--- config.mk ---
export PLATFORM = sky130hd
export DESIGN_NAME = tx_framer
export DESIGN_NICKNAME = d
export VERILOG_FILES = /design/src/rtl/pcie_framing_pkg.sv /design/src/rtl/tx_framer.sv
export SDC_FILE = /design/constraint.sdc
export NUM_CORES = 1
export LEC_CHECK = 0
export BUFFER_PORTS_ARGS = -buffer_cell sky130_fd_sc_hd__buf_4
export CORE_MARGIN = 3
export CORE_UTILIZATION = 45
export CTS_BUF_LIST = sky130_fd_sc_hd__clkbuf_8
export DETAILED_ROUTE_END_ITERATION = 6
export GPL_ROUTABILITY_DRIVEN = 0
export PLACE_DENSITY = 0.7
export RECOVER_POWER = 100
export SETUP_SLACK_MARGIN = 0.2
export SLEW_MARGIN = 20
export SYNTH_ARGS = -nofsm -noshare
export SYNTH_HDL_FRONTEND = slang
export SYNTH_SLANG_ARGS = --single-unit
export TNS_END_PERCENT = 1
--- constraint.sdc ---
create_clock -name clk -period 1.99 [get_ports clk]
set_clock_uncertainty 0.05 [all_clocks]
set_input_delay 0.398 -clock clk [delete_from_list [all_inputs] [get_ports clk]]
set_output_delay 0.398 -clock clk [all_outputs]
set_load 0.1 [all_outputs]
--- src/rtl/pcie_framing_pkg.sv ---
`default_nettype none
// ============================================================================
// Module      : pcie_framing_pkg
// Description : Shared framing definitions for the PCIe 8b/10b byte lane.
//               Holds the K-symbol byte values, the tlp_or_dllp in-flight
//               encodings and the framer FSM state codes. The receive-side
//               byte classifier imports the same package so both ends agree
//               on symbol values.
// Contents    : K_STP/K_SDP/K_END/K_EDB/K_PAD  - control symbol bytes
//               TOD_NONE/TOD_TLP/TOD_DLLP      - tlp_or_dllp encodings
//               ST_IDLE/ST_TLP_PAY/ST_DLLP_PAY/ST_TERM - framer states
// Revision    : 1.0 - initial release
// ============================================================================
package pcie_framing_pkg;

  // Control (K) symbol byte values
  localparam logic [7:0] K_STP = 8'hFB;  // start of TLP
  localparam logic [7:0] K_SDP = 8'h5C;  // start of DLLP
  localparam logic [7:0] K_END = 8'hFD;  // good end of packet
  localparam logic [7:0] K_EDB = 8'hFE;  // end bad / nullified packet
  localparam logic [7:0] K_PAD = 8'hF7;  // reserved, not emitted by the framer

  // tlp_or_dllp encodings
  localparam logic [1:0] TOD_NONE = 2'b00;
  localparam logic [1:0] TOD_TLP  = 2'b01;
  localparam logic [1:0] TOD_DLLP = 2'b10;

  // Framer FSM state codes
  localparam logic [1:0] ST_IDLE     = 2'd0;
  localparam logic [1:0] ST_TLP_PAY  = 2'd1;
  localparam logic [1:0] ST_DLLP_PAY = 2'd2;
  localparam logic [1:0] ST_TERM     = 2'd3;

endpackage : pcie_framing_pkg
`default_nettype wire

--- src/rtl/tx_framer.sv ---
`default_nettype none
// ============================================================================
// Module      : tx_framer
// Description : Transmit-side packet framer for the PCIe 8b/10b byte lane.
//               Wraps TLP byte streams in STP ... END/EDB and DLLP byte
//               streams in SDP ... END, emitting one byte per cycle with a
//               D/K flag ahead of the 8b/10b encoder.
// Ports       : clk, rst_n               - clock, async active-low reset
//               tlp_valid/data/last      - TLP byte stream in
//               tlp_nullify              - with tlp_last: terminate with EDB
//               tlp_ready                - TLP byte consumed this cycle
//               dllp_valid/data          - DLLP byte stream in
//               dllp_ready               - DLLP byte consumed this cycle
//               data_out/dk_out/valid_out- framed byte, K flag, qualifier
//               tlp_or_dllp              - packet type in flight
//               underrun_err             - pulse: source went idle mid-packet
//               oversize_err             - pulse: TLP hit MAX_TLP_LEN
// Revision    : 1.0 - initial release
// ============================================================================
module tx_framer
  import pcie_framing_pkg::*;
#(
  parameter int DLLP_LEN    = 6,
  parameter int MAX_TLP_LEN = 4096
) (
  input  logic       clk,
  input  logic       rst_n,
  input  logic       tlp_valid,
  input  logic [7:0] tlp_data,
  input  logic       tlp_last,
  input  logic       tlp_nullify,
  output logic       tlp_ready,
  input  logic       dllp_valid,
  input  logic [7:0] dllp_data,
  output logic       dllp_ready,
  output logic [7:0] data_out,
  output logic       dk_out,
  output logic       valid_out,
  output logic [1:0] tlp_or_dllp,
  output logic       underrun_err,
  output logic       oversize_err
);

  // TLP counter must hold MAX_TLP_LEN itself; DLLP counter is at least 3 bits.
  localparam int TCW = $clog2(MAX_TLP_LEN + 1);
  localparam int DCW = ($clog2(DLLP_LEN + 1) > 3) ? $clog2(DLLP_LEN + 1) : 3;

  localparam logic [TCW-1:0] TLP_MAX_C   = TCW'(MAX_TLP_LEN);
  localparam logic [DCW-1:0] DLLP_LAST_C = DCW'(DLLP_LEN - 1);

  logic [1:0]     state_q, state_d;
  logic [TCW-1:0] tcnt_q, tcnt_d;
  logic [DCW-1:0] dcnt_q, dcnt_d;
  logic           null_q, null_d;
  logic [7:0]     data_q, data_d;
  logic           dk_q, dk_d;
  logic           valid_q, valid_d;
  logic [1:0]     tod_q, tod_d;
  logic           under_q, under_d;
  logic           over_q, over_d;

  logic [TCW-1:0] tcnt_inc;

  assign tcnt_inc = tcnt_q + 1'b1;

  // Ready depends only on state so the source sees it before the edge.
  assign tlp_ready  = (state_q == ST_TLP_PAY);
  assign dllp_ready = (state_q == ST_DLLP_PAY);

  always_comb begin
    state_d = state_q;
    tcnt_d  = tcnt_q;
    dcnt_d  = dcnt_q;
    null_d  = null_q;
    data_d  = 8'h00;
    dk_d    = 1'b0;
    valid_d = 1'b0;
    tod_d   = tod_q;
    under_d = 1'b0;
    over_d  = 1'b0;

    case (state_q)
      ST_IDLE: begin
        tcnt_d = '0;
        dcnt_d = '0;
        null_d = 1'b0;
        tod_d  = TOD_NONE;
        // DLLPs win a simultaneous request: they are short and carry
        // flow-control credits the link partner is waiting on.
        if (dllp_valid) begin
          data_d  = K_SDP;
          dk_d    = 1'b1;
          valid_d = 1'b1;
          tod_d   = TOD_DLLP;
          state_d = ST_DLLP_PAY;
        end else if (tlp_valid) begin
          data_d  = K_STP;
          dk_d    = 1'b1;
          valid_d = 1'b1;
          tod_d   = TOD_TLP;
          state_d = ST_TLP_PAY;
        end
      end

      ST_TLP_PAY: begin
        if (tlp_valid) begin
          data_d  = tlp_data;
          valid_d = 1'b1;
          tcnt_d  = tcnt_inc;
          if (tlp_last) begin
            null_d  = tlp_nullify;
            state_d = ST_TERM;
          end else if (tcnt_inc == TLP_MAX_C) begin
            // Length limit hit with no last flag: close the packet as bad.
            null_d  = 1'b1;
            over_d  = 1'b1;
            state_d = ST_TERM;
          end
        end else begin
          // Source ran dry mid-packet: abort immediately with EDB.
          data_d  = K_EDB;
          dk_d    = 1'b1;
          valid_d = 1'b1;
          under_d = 1'b1;
          tod_d   = TOD_NONE;
          tcnt_d  = '0;
          null_d  = 1'b0;
          state_d = ST_IDLE;
        end
      end

      ST_DLLP_PAY: begin
        if (dllp_valid) begin
          data_d  = dllp_data;
          valid_d = 1'b1;
          dcnt_d  = dcnt_q + 1'b1;
          if (dcnt_q == DLLP_LAST_C) begin
            null_d  = 1'b0;
            state_d = ST_TERM;
          end
        end else begin
          data_d  = K_EDB;
          dk_d    = 1'b1;
          valid_d = 1'b1;
          under_d = 1'b1;
          tod_d   = TOD_NONE;
          dcnt_d  = '0;
          null_d  = 1'b0;
          state_d = ST_IDLE;
        end
      end

      ST_TERM: begin
        data_d  = null_q ? K_EDB : K_END;
        dk_d    = 1'b1;
        valid_d = 1'b1;
        tod_d   = TOD_NONE;
        tcnt_d  = '0;
        dcnt_d  = '0;
        null_d  = 1'b0;
        state_d = ST_IDLE;
      end

      default: begin
        state_d = ST_IDLE;
      end
    endcase
  end

  always_ff @(posedge clk or negedge rst_n) begin
    if (!rst_n) begin
      state_q <= ST_IDLE;
      tcnt_q  <= '0;
      dcnt_q  <= '0;
      null_q  <= 1'b0;
      data_q  <= 8'h00;
      dk_q    <= 1'b0;
      valid_q <= 1'b0;
      tod_q   <= TOD_NONE;
      under_q <= 1'b0;
      over_q  <= 1'b0;
    end else begin
      state_q <= state_d;
      tcnt_q  <= tcnt_d;
      dcnt_q  <= dcnt_d;
      null_q  <= null_d;
      data_q  <= data_d;
      dk_q    <= dk_d;
      valid_q <= valid_d;
      tod_q   <= tod_d;
      under_q <= under_d;
      over_q  <= over_d;
    end
  end

  assign data_out     = data_q;
  assign dk_out       = dk_q;
  assign valid_out    = valid_q;
  assign tlp_or_dllp  = tod_q;
  assign underrun_err = under_q;
  assign oversize_err = over_q;

endmodule : tx_framer
`default_nettype wire

---- Word-level counts from Yosys, hierarchy flattened ----
Index checks and enable logic that the tools add are counted.
cells by class
  add/subtract/negate cells ............... 2
  eq/ne operators ......................... 10
  mux-type cells .......................... 40
  reduce and logical (&&, ||, !) cells .... 8
operators by type and width
  operator                                                          number
  8-bit two-way mux                                                 4
  8-bit one-hot mux with 4 select lines                             1
  13-bit one-hot mux with 2 select lines                            1
  2-bit two-way mux                                                 11
  2-bit one-hot mux with 4 select lines                             2
  1-bit two-way mux                                                 14
  13-bit by 1-bit adder with 13-bit output (second input constant)  1
  13-bit == test (second input constant)                            1
  13-bit two-way mux                                                1
  3-bit one-hot mux with 2 select lines                             1
  2-bit == test (second input constant)                             2
  2-bit != test (second input constant)                             2
  4-bit by 3-bit != test with 1-bit output (second input constant)  1
  1-bit one-hot mux with 2 select lines                             2
  1-bit one-hot mux with 4 select lines                             1
  2-bit AND reduction                                               2
  2-bit nonzero test                                                2
  3-bit by 1-bit adder with 3-bit output (second input constant)    1
  3-bit == test (second input constant)                             1
  3-bit two-way mux                                                 1
  3-bit by 2-bit != test with 1-bit output (second input constant)  1
  3-bit != test (second input constant)                             1
  1-bit one-hot mux with 3 select lines                             1
  3-bit AND reduction                                               1
  other kinds (4)                                                   4
storage, ports and cells
  register bits after elaboration ......... 33
  input port bits ......................... 22
  word-level logic and storage cells ...... 70

---- Logic depth before layout (Yosys ltp) ----
  word-level depth ........................ 6
  gate-level depth with buffers ........... 9
  gate-level depth less buffers ........... 7

---- Least setup slack after synthesis ----
No wires, ideal clock.
  kind .................................... reg-to-reg
  start ................................... register state_q[0]
  end ..................................... register null_q
  setup time .............................. 0.130 ns
  arrival ................................. 2.414 ns
  path slack .............................. -0.604 ns
  stages on the path, launching flop included .. 8
  buffers on the path ..................... 0
  cells stage by stage .................... dfrtp_1 > inv_1 > ha_1 > nand2_1 > a21oi_1 > nor3_1 > a221oi_1 > nand3b_1
between the ends
  word-level cells in the longest chain between the ends .. 3
  elaborated cells on any way between the ends .. 9
ends and longest elaborated chain
  what                                                       RTL line          text
  start: declaration                                         tx_framer.sv:51   logic [1:0] state_q, state_d;
  start signal: assignment                                   tx_framer.sv:183  state_q <= state_d;
  2-bit == test (*)                                          --
  named net dllp_ready                                       tx_framer.sv:35   output logic dllp_ready,
  3-bit by 2-bit != test with 1-bit output (no source line)  --
  2-bit AND reduction (no source line)                       --
  end signal: assignment                                     tx_framer.sv:186  null_q <= null_d;
  end: declaration                                           tx_framer.sv:54   logic null_q, null_d;
Mark *: on every way through the listed nets, which the timed path passes. The rest lies on a longest branch.
A chain may end at the register's enable or synchronous reset.

---- Worst setup path in the final report ----
  start ................................... register tcnt_q[5]
  end ..................................... register null_q
between the ends
  word-level cells in the longest chain between the ends .. 4
ends and longest elaborated chain
  what                                                       RTL line          text
  start: declaration                                         tx_framer.sv:52   logic [TCW-1:0] tcnt_q, tcnt_d;
  start signal: assignment                                   tx_framer.sv:184  tcnt_q <= tcnt_d;
  13-bit by 1-bit adder with 13-bit output                   tx_framer.sv:64   assign tcnt_inc = tcnt_q + 1'b1;
  13-bit == test                                             tx_framer.sv:113  end else if (tcnt_inc == TLP_MAX_C) begin
  4-bit by 3-bit != test with 1-bit output (no source line)  --
  2-bit AND reduction (no source line)                       --
No other way between the ends.

==> impl_metrics.yaml <==
outcome:
  status: "finished, violations left"
  violations: "negative setup slack"
global_routing:
  antenna_found_initial: 0
  grt_overflow: 0
  grt_pass1_vias: 1694
  track_usage_pct: 19.0
  grt_pass1_wl_um: 7700
  grt_max_degree: 34
pwr:
  vdd_drop_max_v: 0.000624
  total_power_mw: 3.71
  combPwrFrac_pct: 61.8
  leakagePower_nw: 1.14
  intPower_mw: 1.66
  p_sw_mw: 2.06
  p_per_area_nw_per_um2: 1490
  swShare_pct: 55.4
  clkPwrFrac_pct: 13.6
  seqPwrFrac_pct: 24.6
timing:
  setup_viol: 4
  fin_crit_sh_pct: 106
  period_minus_slack_ps: 2110
  rsz0062_at_grt: "yes"
  fin_setup_tns_ps: -260
  worst-slew-pin-transition_ps: 816
  fmaxAchievable_mhz: 475
  slew_headroom_pct: 45.6
  maxSlewViolCount: 0
  layout_setup_ws_ps: -117
  hold_viol_final: 0
drt:
  remaining_drc_errors: 0
  drtAntennaViolNets: 0
  first_pass_iters: 4
  drt_wl_total_um: 4720
  vias_per_cell: 5.68
  vias: 1805
  wl_per_cell_um: 14.8
  drtIter0Drc: 128
worst_setup_path:
  cp.arrival_ps: 2280
  critPathRequiredTime_ps: 2160
  crit_path_top_delay_cell: "or4_1"
  path_class: "reg2reg"
  cp_top_family: "simple AND/OR/NAND/NOR gates"
  path_cells: "or4_1 -> or4_4 -> and2_4 -> buf_4 -> nor4b_4 -> nand3b_1"
  end_kind: "register"
  worst_setup_path_start_kind: "register"
  crit_buf_inv: 1
  slowest_delay_ps: 510
  cp_max_fo: 4
layout:
  area_growth_pct: 30.9
  seq_area_um2: 826
  antenna_cells: 0
  postLayoutCoreUtil_pct: 64.6
  drive_above_1_share_pct: 29.6
  multi_input_comb_area_um2: 1050
  final_area_um2: 2490
  nNetsFinal: 301
  n_fill_cell: 348
clock_network:
  clk_latency_ps: 290
  cts_inserted_buffers: 5
  clock_path_buffers: 2
  cts-htree-levels: 2
  cts_sinks: 33
  post_cts_buffers: 0
  cts.root.buffer_cell: "clkbuf_8"
  cts_tree: "done"
  clk_pin_slew_ps: 70
synth:
  ys_seq_elements: 33
  ys.flop_type: "dfrtp_1"
  yosys.area.top_type: "dfrtp_1"
  syn_area_per_cell_um2: 9.18
  yosysSeqAreaShare_pct: 43.4
  synth_warnings: 0
  synth_edf_count: 0
  netlist_instances: 207
  syn_nets: 239
  synth_top_area_share_pct: 43.4
  syn-cell-area_um2: 1900
  synthArstFlopShare_pct: 100
  yosysUniqueCellTypes: 46
  ys_top_cells_by_area: "dfrtp_1, o21ai_0, ha_1"
placed_design:
  placed_area_um2: 2420
  detailed_place_hpwl_um: 3430
  port_buffers: 37
  dp_slack_ps: -111
floorplan:
  io_pins: 38
  coreArea_um2: 3850
  rows: 22
  start_util_pct: 49.3
  dieHeight_um: 71.0
  dieArea_um2: 5040
  chipWidth_um: 71.0
flow_run:
  cap_violations: 0
hold_path:
  min_path_type: "in2async"
cell families (layout without fill, tap and decap cells):
logic type | Yosys count | count (layout) | synth area share, %
AND/OR/NAND/NOR | 65 | 65 | 18.2
multiplexers | 3 | 3 | 1.65
buffers and inverters | 17 | 80 | 3.95
XOR/XNOR | 1 | 1 | 0.461
AO/OA/AOI/OAI | 78 | 78 | 25.7
flip-flops | 33 | 33 | 43.4
adder cells (fa/ha/maj) | 10 | 10 | 6.58
Yosys cell counts (2+ instances only):
cell and number:
and2_1 3, or4_1 2, o21ai_0 26, ha_1 10, a21o_1 2, nor3_1 5
nor4b_1 2, a21oi_1 15, nand2_1 17, dfrtp_1 33, nand3_1 7, clkbuf_1 6
mux2i_1 2, nand4_1 4, and3_1 3, a22oi_1 6, a211oi_1 3, a31oi_1 6
nor2_1 12, o211ai_1 2, inv_1 8, a22o_1 2, o31ai_1 5, a21boi_0 2
o22ai_1 2, o21a_1 2
what timing repair did:
action	CTS	global route
gates resized for setup	9	5
hold buffers	0	0
pin swaps	3	0
setup endpoints to repair	10	12
placed cells by master (no fill, tap or decap), types with 3 or more instances in the layout:
cell,count
buf_4,42
a211oi_1,3
and3_1,3
nand3_1,7
o31ai_1,5
o21ai_0,26
ha_1,8
inv_1,7
dfrtp_1,33
nand2_1,17
clkbuf_8,5
a22oi_1,6
a21oi_1,15
clkbuf_1,5
nand4_1,4
and2_1,3
nor2_1,11
nor3_1,5
clkbuf_2,15
a31oi_1,6
routing by layer:
metal	up-vias	routed length, um	GRT usage (%)
li1	894	-	-
met1	851	2070	23.8
met2	56	2270	31.7
met3	4	347	5.82
met4	0	31	5.01
met5	-	0	0
worst reg2reg max path, delay by kind of cell, from the launching register on:
| family | cells | cell delay, ps |
|---|---|---|
| AND/OR/NAND/NOR | 5 | 1450 |
| flip-flops | 1 | 390 |
| buffers and inverters | 1 | 140 |
flip-flops by register name (all words and copies together), names as in the netlist:
register,count
state_q,2
dcnt_q,3
tcnt_q,13
data_out,8
oversize_err,1
valid_out,1
underrun_err,1
tlp_or_dllp,2
dk_out,1
null_q,1
area by class of cell:
| cell class | count | area share, % |
|---|---|---|
| Sequential cell | 33 | 33.2 |
| Multi-Input combinational cell | 157 | 42.4 |
| Clock buffer | 5 | 2.77 |
| Timing Repair Buffer | 64 | 17.3 |
| Tap cell | 48 | 2.41 |
| Clock inverter | 3 | 0.704 |
| Inverter | 8 | 1.21 |
final timing paths:
path / startpoint / to / slack (ps) / cells after the start
worst max-delay path: tcnt_q[5] / null_q / -120 / 6
min in group clk: tlp_data[3] / data_out[3] / 360 / 3
worst max register to register: tcnt_q[5] / null_q / -120 / 6
max in group asynchronous: rst_n / data_out[4] / 1240 / 1
worst min register to register: tlp_or_dllp[1] / tlp_or_dllp[1] / 430 / 2
worst min-delay path: rst_n / dcnt_q[1] / 140 / 1
power groups by stage:
stage / clock network [mW] / registers, mW / logic (mW)
2_1_floorplan: 0 / 1.82 / 0.892
3_3_place_gp: 0 / 0.924 / 2.37
3_5_place_dp: 0 / 0.929 / 2.39
4_1_cts: 0.513 / 0.918 / 2.44
5_1_grt: 0.542 / 0.933 / 2.45
6_report: 0.506 / 0.915 / 2.29
per-stage QoR:
step	instances	hold WS, ps
floorplan	207	52.4
global placement	310	313
detailed placement	310	317
CTS	318	5.27
global route	318	207
finish	318	142
(Power assumes the default switching activity.)
